$ cat src/rtl/debounce_pkg.sv
// Shared types for the debounce scheduler: scan FSM states and the event record.
package debounce_pkg;

   typedef enum logic {
      IDLE = 1'b0,
      SCAN = 1'b1
   } sched_state_t;

   localparam int EVT_ID_MAX_W = 8;

   typedef struct packed {
      logic [EVT_ID_MAX_W-1:0] id;
      logic                    level;
   } deb_event_t;

   function automatic int id_width(input int n);
      return (n <= 1) ? 1 : $clog2(n);
   endfunction

endpackage

$ cat src/rtl/debounce_prescaler.sv
// Sample-tick generator: free-running 0..PRESCALER-1 counter, held at 0 while disabled.
module debounce_prescaler #(
   parameter int PRESCALER = 16
) (
   input  logic aclk,
   input  logic srst,
   input  logic enable,
   output logic tick
);

   localparam int PW = (PRESCALER <= 1) ? 1 : $clog2(PRESCALER);
   localparam logic [PW-1:0] LAST = PW'(PRESCALER - 1);

   logic [PW-1:0] cnt;

   assign tick = enable && (cnt == LAST);

   always_ff @(posedge aclk) begin
      if (srst) begin
         cnt <= '0;
      end else if (!enable || (cnt == LAST)) begin
         cnt <= '0;
      end else begin
         cnt <= cnt + 1'b1;
      end
   end

endmodule

$ cat src/rtl/debounce_scheduler.sv
// Time-multiplexed button debouncer with a single-entry press/release event slot.
// Event slot built only when DEBOUNCE_SCHED_EVENT_EN is defined; otherwise event outputs are 0.
module debounce_scheduler
   import debounce_pkg::*;
#(
   parameter  int NB_BUTTON = 4,
   parameter  int PRESCALER = 16,
   parameter  int DEB_TICKS = 8,
   localparam int ID_W      = id_width(NB_BUTTON),
   localparam int CNT_W     = $clog2(DEB_TICKS + 1)
) (
   input  logic                 aclk,
   input  logic                 srst,
   input  logic                 enable,
   input  logic [NB_BUTTON-1:0] buttons,
   output logic [NB_BUTTON-1:0] debounced,
   output logic                 busy,
   output logic                 evt_valid,
   input  logic                 evt_ready,
   output logic [ID_W-1:0]      evt_id,
   output logic                 evt_level,
   output logic                 evt_overflow,
   input  logic                 ovf_clr
);

   if (PRESCALER < NB_BUTTON + 1) begin : g_bad_prescaler
      $error("PRESCALER must be at least NB_BUTTON+1 so a tick never lands inside a scan");
   end
   if (DEB_TICKS < 2) begin : g_bad_ticks
      $error("DEB_TICKS must be at least 2");
   end
   if (ID_W > EVT_ID_MAX_W) begin : g_bad_width
      $error("NB_BUTTON too large for the event id field");
   end

   localparam logic [ID_W-1:0]  LAST_ID  = ID_W'(NB_BUTTON - 1);
   localparam logic [CNT_W-1:0] LAST_CNT = CNT_W'(DEB_TICKS - 1);

   logic [NB_BUTTON-1:0]            sync_p0, sync_p1;
   logic [NB_BUTTON-1:0][CNT_W-1:0] cnt;
   sched_state_t                    state;
   logic [ID_W-1:0]                 idx;
   logic                            tick;
   logic                            ch_sync, ch_deb, ch_last, flip;
   logic [CNT_W-1:0]                ch_cnt;

   debounce_prescaler #(.PRESCALER(PRESCALER)) u_prescaler (
      .aclk   (aclk),
      .srst   (srst),
      .enable (enable),
      .tick   (tick)
   );

   // Stage p0/p1: two-flop synchroniser on the raw inputs
   always_ff @(posedge aclk) begin
      if (srst) begin
         sync_p0 <= '0;
         sync_p1 <= '0;
      end else begin
         sync_p0 <= buttons;
         sync_p1 <= sync_p0;
      end
   end

   always_comb begin
      ch_sync = sync_p1[idx];
      ch_deb  = debounced[idx];
      ch_cnt  = cnt[idx];
      ch_last = (ch_cnt == LAST_CNT);
      flip    = (state == SCAN) && (ch_sync != ch_deb) && ch_last;
   end

   always_ff @(posedge aclk) begin
      if (srst) begin
         state     <= IDLE;
         busy      <= 1'b0;
         idx       <= '0;
         cnt       <= '0;
         debounced <= '0;
      end else begin
         case (state)
            IDLE: begin
               if (tick) begin
                  state <= SCAN;
                  busy  <= 1'b1;
                  idx   <= '0;
               end
            end
            SCAN: begin
               if (ch_sync == ch_deb) begin
                  cnt[idx] <= '0;
               end else if (ch_last) begin
                  debounced[idx] <= ch_sync;
                  cnt[idx]       <= '0;
               end else begin
                  cnt[idx] <= ch_cnt + 1'b1;
               end
               if (idx == LAST_ID) begin
                  state <= IDLE;
                  busy  <= 1'b0;
                  idx   <= '0;
               end else begin
                  idx <= idx + 1'b1;
               end
            end
         endcase
      end
   end

`ifdef DEBOUNCE_SCHED_EVENT_EN
   deb_event_t evt_q, new_ev;
   logic       evt_v, ovf_q;
   logic       unused_evt;

   always_comb begin
      new_ev       = '0;
      new_ev.id    = EVT_ID_MAX_W'(idx);
      new_ev.level = ch_sync;
   end

   // A flip is never held back: when the slot is full and not draining, the event is lost
   always_ff @(posedge aclk) begin
      if (srst) begin
         evt_v <= 1'b0;
         evt_q <= '0;
         ovf_q <= 1'b0;
      end else begin
         if (flip && (!evt_v || evt_ready)) begin
            evt_v <= 1'b1;
            evt_q <= new_ev;
         end else if (evt_v && evt_ready) begin
            evt_v <= 1'b0;
         end
         if (flip && evt_v && !evt_ready) begin
            ovf_q <= 1'b1;
         end else if (ovf_clr) begin
            ovf_q <= 1'b0;
         end
      end
   end

   assign evt_valid    = evt_v;
   assign evt_id       = evt_q.id[ID_W-1:0];
   assign evt_level    = evt_q.level;
   assign evt_overflow = ovf_q;
   assign unused_evt   = ^evt_q.id;
`else
   logic unused_evt;

   assign evt_valid    = 1'b0;
   assign evt_id       = '0;
   assign evt_level    = 1'b0;
   assign evt_overflow = 1'b0;
   assign unused_evt   = ^{evt_ready, ovf_clr, flip};
`endif

endmodule

$ cat config.mk
export PLATFORM = sky130hd
export DESIGN_NAME = debounce_scheduler
export DESIGN_NICKNAME = d
export VERILOG_FILES = /design/src/rtl/debounce_pkg.sv /design/src/rtl/debounce_prescaler.sv /design/src/rtl/debounce_scheduler.sv
export SDC_FILE = /design/constraint.sdc
export NUM_CORES = 1
export LEC_CHECK = 0
export ABC_AREA = 1
export BUFFER_PORTS_ARGS = -buffer_cell sky130_fd_sc_hd__buf_2
export CELL_PAD_IN_SITES_DETAIL_PLACEMENT = 1
export CELL_PAD_IN_SITES_GLOBAL_PLACEMENT = 2
export CORE_ASPECT_RATIO = 1.75
export CORE_MARGIN = 2
export CORE_UTILIZATION = 30
export DETAILED_ROUTE_END_ITERATION = 6
export GPL_TIMING_DRIVEN = 0
export PLACE_DENSITY_LB_ADDON = 0.08
export SLEW_MARGIN = 20
export SYNTH_ARGS = -nofsm -noshare
export SYNTH_HDL_FRONTEND = slang
export SYNTH_SLANG_ARGS = --single-unit
$ cat constraint.sdc
create_clock -name aclk -period 2 [get_ports aclk]
set_input_delay 0.2 -clock aclk [delete_from_list [all_inputs] [get_ports aclk]]
set_output_delay 0.2 -clock aclk [all_outputs]
set_load 0.005 [all_outputs]
-- Word level (Yosys, flattened, before mapping)
Index checks and enable logic that the tools add are counted.
- output and inout port bits: 10
- logic and storage cells: 56
- bits in registers: 36
- input port bits: 9
- reduce and logical (&&, ||, !) cells: 7
- order comparisons: 2
- eq/ne operators: 6
- $add $sub $neg: 3
- mux-type cells: 23
- bitwise gates (word level): 4
- operator list (operator ; number):
    two-way mux 16 bit ; 2
    AND 16 bit ; 1
    bitwise mux 16 bit ; 1
    NOT 16 bit ; 1
    adder 4 x 1 -> 4 bit (second input constant) ; 2
    binary-select mux 4 bit (select 2 bit) ; 1
    demux 4 bit (select 2 bit) ; 1
    two-way mux 4 bit ; 2
    two-way mux 1 bit ; 7
    binary-select mux 1 bit (select 2 bit) ; 2
    bitwise mux 4 bit ; 1
    == test 4 x 3 -> 1 bit (second input constant) ; 1
    == test 4 bit (second input constant) ; 1
    two-way mux 2 bit ; 2
    one-hot mux 1 bit (2 select lines) ; 2
    one-hot mux 2 bit (2 select lines) ; 1
    less-than comparator 2 x 3 -> 1 bit (second input constant) ; 1
    AND reduction 3 bit ; 1
    adder 2 x 1 -> 2 bit (second input constant) ; 1
    demux 1 bit (select 2 bit) ; 1
    == test 2 bit (second input constant) ; 1
    greater-or-equal comparator 2 x 1 -> 1 bit (second input constant) ; 1
    logical AND 1 bit ; 2
    != test 2 x 1 -> 1 bit (second input constant) ; 1
    7 further kinds ; 8

-- Longest topological paths before layout
- depth after elaboration: 8
- depth in mapped cells: 13
- depth with buffers taken out: 12

-- Hierarchy
From an unflattened synthesis, not the netlist that was laid out.
- cell total of the unflattened synthesis: 274
- area total of the unflattened synthesis: 1871.8 µm²
- modules (own cells, without submodules) (module ; area an instance (µm²) ; times used ; seq. area each (µm²) ; cells an instance):
    debounce_scheduler ; 1705.4 ; 1 ; 640.6 ; 254
    debounce_prescaler ; 166.4 ; 1 ; 80.1 ; 20

-- Least setup slack after synthesis
No wires, ideal clock.
- path type: reg-to-reg
- start: register idx[0]
- end: register cnt[11] in the netlist's numbering
- path buffers: 1
- data arrival time: 1.660 ns
- stages on the path, launching flop included: 12
- required time: 1.934 ns
- library setup time: 0.066 ns
- slack: 0.273 ns
- clock period less this slack: 1.727 ns
- path through: dfxtp_1 -> inv_2 -> buf_6 -> nand2_1 -> nand3_1 -> and2_1 -> ha_1 -> nand3_2 -> nor2_2 -> nor2_8 -> nand3_4 -> a21oi_2
- word-level cells in the longest chain between the ends: 8
- elaborated cells on any way between the ends: 19
- those cells by class: 1 x add/sub; 2 x order compare; 2 x eq/ne; 11 x mux; 2 x bitwise; 1 x reduce/logical
- ends and longest elaborated chain (what ; line ; RTL):
    start: declaration ; debounce_scheduler.sv:42 ; logic [ID_W-1:0] idx;
    start signal: assignment ; debounce_scheduler.sv:103 ; idx <= idx + 1'b1;
    parallel branches: the longest is 7 deep, another holds adder 4 x 1 -> 4 bit ; n/a ;
    two-way mux 16 bit (*) ; debounce_scheduler.sv:90 ; if (ch_sync == ch_deb) begin
    end signal: indexed assignment ; debounce_scheduler.sv:96 ; cnt[idx] <= ch_cnt + 1'b1;
    end: declaration ; debounce_scheduler.sv:40 ; logic [NB_BUTTON-1:0][CNT_W-1:0] cnt;
Mark *: on every way between the ends. The select of a mux whose other input is x is not followed.
A chain may end at the register's enable or synchronous reset.

-- Final worst setup path
- start: register idx[0]
- end: register debounced[3]
- word-level cells in the longest chain between the ends: 5
- elaborated cells on any way between the ends: 16
- those cells by class: 2 x order compare; 2 x eq/ne; 9 x mux; 1 x bitwise; 2 x reduce/logical
- ends and longest elaborated chain (what ; line ; RTL):
    less-than comparator 2 x 3 -> 1 bit (not written as such), or another cell as far along ; debounce_scheduler.sv:93 ; debounced[idx] <= ch_sync;
    logical AND 1 bit (not written as such), or another cell as far along ; debounce_scheduler.sv:93 ;
    two-way mux 1 bit (not written as such) or == test 1 bit (tied branches) ; debounce_scheduler.sv:93, debounce_scheduler.sv:90 ;
    demux 1 bit (select 2 bit) or NOT 1 bit (tied branches) ; n/a ;
    bitwise mux 4 bit or AND reduction 3 bit (tied branches) ; n/a ;
    end signal: indexed assignment ; debounce_scheduler.sv:93 ;
    end: declaration ; debounce_scheduler.sv:16 ; output logic [NB_BUTTON-1:0] debounced,
Parallel ways exist; a longest one is shown, timed or not. The select of a mux whose other input is x is not followed.

==> flow_summary.json <==
{
  "cts_root_buf": "clkbuf_8",
  "mostFrequentLayoutCells": "nand2_1 (67), dfxtp_1 (35), inv_1 (31)",
  "start_util": 0.309,
  "area_delta_synth_final_pct": 17.3,
  "totalWireLength_um": 4510,
  "setup_viol": 0,
  "cp_max_fo": 11,
  "worstHoldPathType": "in -> reg",
  "port-buffer-count": 11,
  "via_count": 1596,
  "hold_viol": 0,
  "num-fill-cells": 772,
  "fin_worst_hold_slack_ns": 0.106,
  "dp_cells": 349,
  "antenna_found_initial": 0,
  "max_freq_ghz": 0.550,
  "die_w_um": 62.8,
  "worstPathArrival_ns": 2.05,
  "ys_async_sr_fraction": 0,
  "cts.clk_slew.worst_paths_ns": 0.08,
  "route.detailed.drc": 0,
  "period_minus_slack_ns": 1.82,
  "drive_gt1_frac": 0.191,
  "place.gp.congestion": 0.766,
  "drtIter0Drc": 22,
  "seq_area_frac_synth": 0.397,
  "cp-start-kind": "flop",
  "critPathKind": "reg -> reg",
  "slew_violations": 0,
  "ys.flop_type": "dfxtp_1",
  "layout_commonest_cell": "nand2_1",
  "clk_latency_ns": 0.29,
  "overflow": 0,
  "clock_skew_ns": 0.00390,
  "ys_types": 28,
  "rsz0062_at_grt": "false",
  "cts_tree": "yes",
  "grt_usage": 0.147,
  "synth_area_um2": 1820,
  "dp_hpwl_um": 3490,
  "n_antenna_cell": 0,
  "wl_per_cell_um": 12.5,
  "post-route-period-util": 0.910,
  "clockBufferDepth": 2,
  "yosys_warnings": 0,
  "min_to": "sync_p0[0]",
  "fin_cells": 360,
  "chipHeight_um": 107,
  "yosys_register_bits": 36,
  "dieArea_um2": 6710,
  "antenna_violating_nets_post_route": 0,
  "avgSynthCellArea_um2": 7.09,
  "r2r_end": "debounced[3]",
  "first_global_vias": 1547,
  "endpoint_kind": "flop",
  "synth_edf_count": 0,
  "htree_levels": 2,
  "p_per_area_nw_per_um2": 634,
  "outcome": "finished clean",
  "dr.pass1.iters": 4,
  "nNetsFinal": 296,
  "grt_max_degree": 13,
  "holdPathStages": 3,
  "rows": 37,
  "p_leak_nw": 0.953,
  "io_pins": 19,
  "reg2reg_depth": 11,
  "coreArea_um2": 5880,
  "cts_buffers": 5,
  "vias_per_cell": 4.43,
  "peakVddDrop_mv": 0.361,
  "worst_r2r_startpoint": "idx[0]",
  "grt_pass1_wl_um": 7560,
  "min_from": "buttons[0]",
  "postSynthCellCount": 256,
  "cts_hold_buffers": 0,
  "cp_data_required_time_ns": 2.23,
  "r2r_slack_ns": 0.18,
  "cts_sinks": 36,
  "drv_cap": 0
}
## per-layer routing
| metal | up-vias | track usage | wire [um] |
|---|---|---|---|
| met5 | - | 0 | 0 |
| met4 | 0 | 0.0683 | 131 |
| met3 | 9 | 0.0315 | 101 |
| met2 | 19 | 0.267 | 2390 |
| met1 | 721 | 0.161 | 1890 |
| li1 | 847 | - | - |
## synth_stat cells (3+ instances only)
library cell	n	area (um2)
ha_1	6	75.1
a21oi_1	15	75.1
nand3_1	24	120
clkbuf_1	3	11.3
nand2_2	7	43.8
buf_4	6	45.0
a21oi_2	3	26.3
nand4_1	4	25.0
nand2_1	67	251
dfxtp_1	36	721
o21ai_0	11	55.1
nor2_1	24	90.1
nand3_2	3	30.0
inv_2	3	11.3
inv_1	31	116
## worst max path at each step
stage / startpoint / end / slack (ns)
floorplan: idx[0] / cnt[11] / 0.27
global placement: idx[0] / cnt[3] / -0.10
detailed placement: idx[0] / cnt[15] / -0.11
CTS: idx[0] / cnt[15] / 0.01
global route: idx[0] / debounced[0] / 0.02
finish: idx[0] / debounced[3] / 0.18
## power breakdown
part / switching [mW] / total [mW] / leakage, nW / internal, mW
combinational: 0.0347 / 0.0565 / 0.617 / 0.0218
clock: 0.288 / 0.567 / 0.0434 / 0.279
sequential: 0.00287 / 0.727 / 0.293 / 0.724
total: 0.325 / 1.35 / 0.953 / 1.02
## sequential cells by signal, summed over array words and instances, names as in the netlist
signal,flops
cnt,16
debounced,4
sync_p0,4
sync_p1,4
u_prescaler.cnt,4
idx,2
busy,1
state,1
## worst max-delay path, stage by stage, from the launching register on
cell and delay, ns:
dfxtp_4 0.38, inv_6 0.10, buf_8 0.15, nand2_1 0.06, nand3_1 0.07, and2_4 0.16, ha_2 0.20, nand3_2 0.12
nor2_4 0.20, buf_4 0.14, a21oi_1 0.06, nor2_1 0.11
## kinds of logic (layout without fill, tap and decap cells)
logic type / after synthesis / after routing / synth area share
flops: 36 / 36 / 0.397
buf+inv: 45 / 67 / 0.110
fa+ha+maj: 6 / 6 / 0.0413
simple gates: 136 / 136 / 0.350
other cells: 1 / 5 / 0.00207
compound gates: 32 / 32 / 0.0992
## stage by stage
step                utilization  worst slack (ns)  total power [mW]  cell area (um2)  setup TNS (ns)
global route              0.362            0.0229              1.40             2130               0
finish                    0.362             0.180              1.35             2130               0
CTS                       0.355            0.0104              1.38             2090               0
detailed placement        0.337            -0.108             0.804             1980           -1.31
floorplan                     -             0.273             0.785             1830               0
global placement          0.337            -0.102             0.802             1980           -1.31
## layout make-up
class	count	area, um2	area share
Multi-Input combinational cell	179	920	0.432
Sequential cell	36	724	0.340
Inverter	34	133	0.0623
Tap cell	78	97.6	0.0458
Clock buffer	6	82.6	0.0388
Buffer	11	80.1	0.0376
Timing Repair Buffer	14	77.6	0.0364
Clock inverter	2	15.0	0.00705
## repair_timing
| action | in CTS | in global routing |
|---|---|---|
| pin swaps | 0 | 1 |
| setup buffers | 0 | 3 |
| resized for setup | 2 | 7 |
| hold endpoints to repair | 0 | 0 |
| setup endpoints to repair | 20 | 20 |
Note: power is estimated with default switching activity, not from simulation.
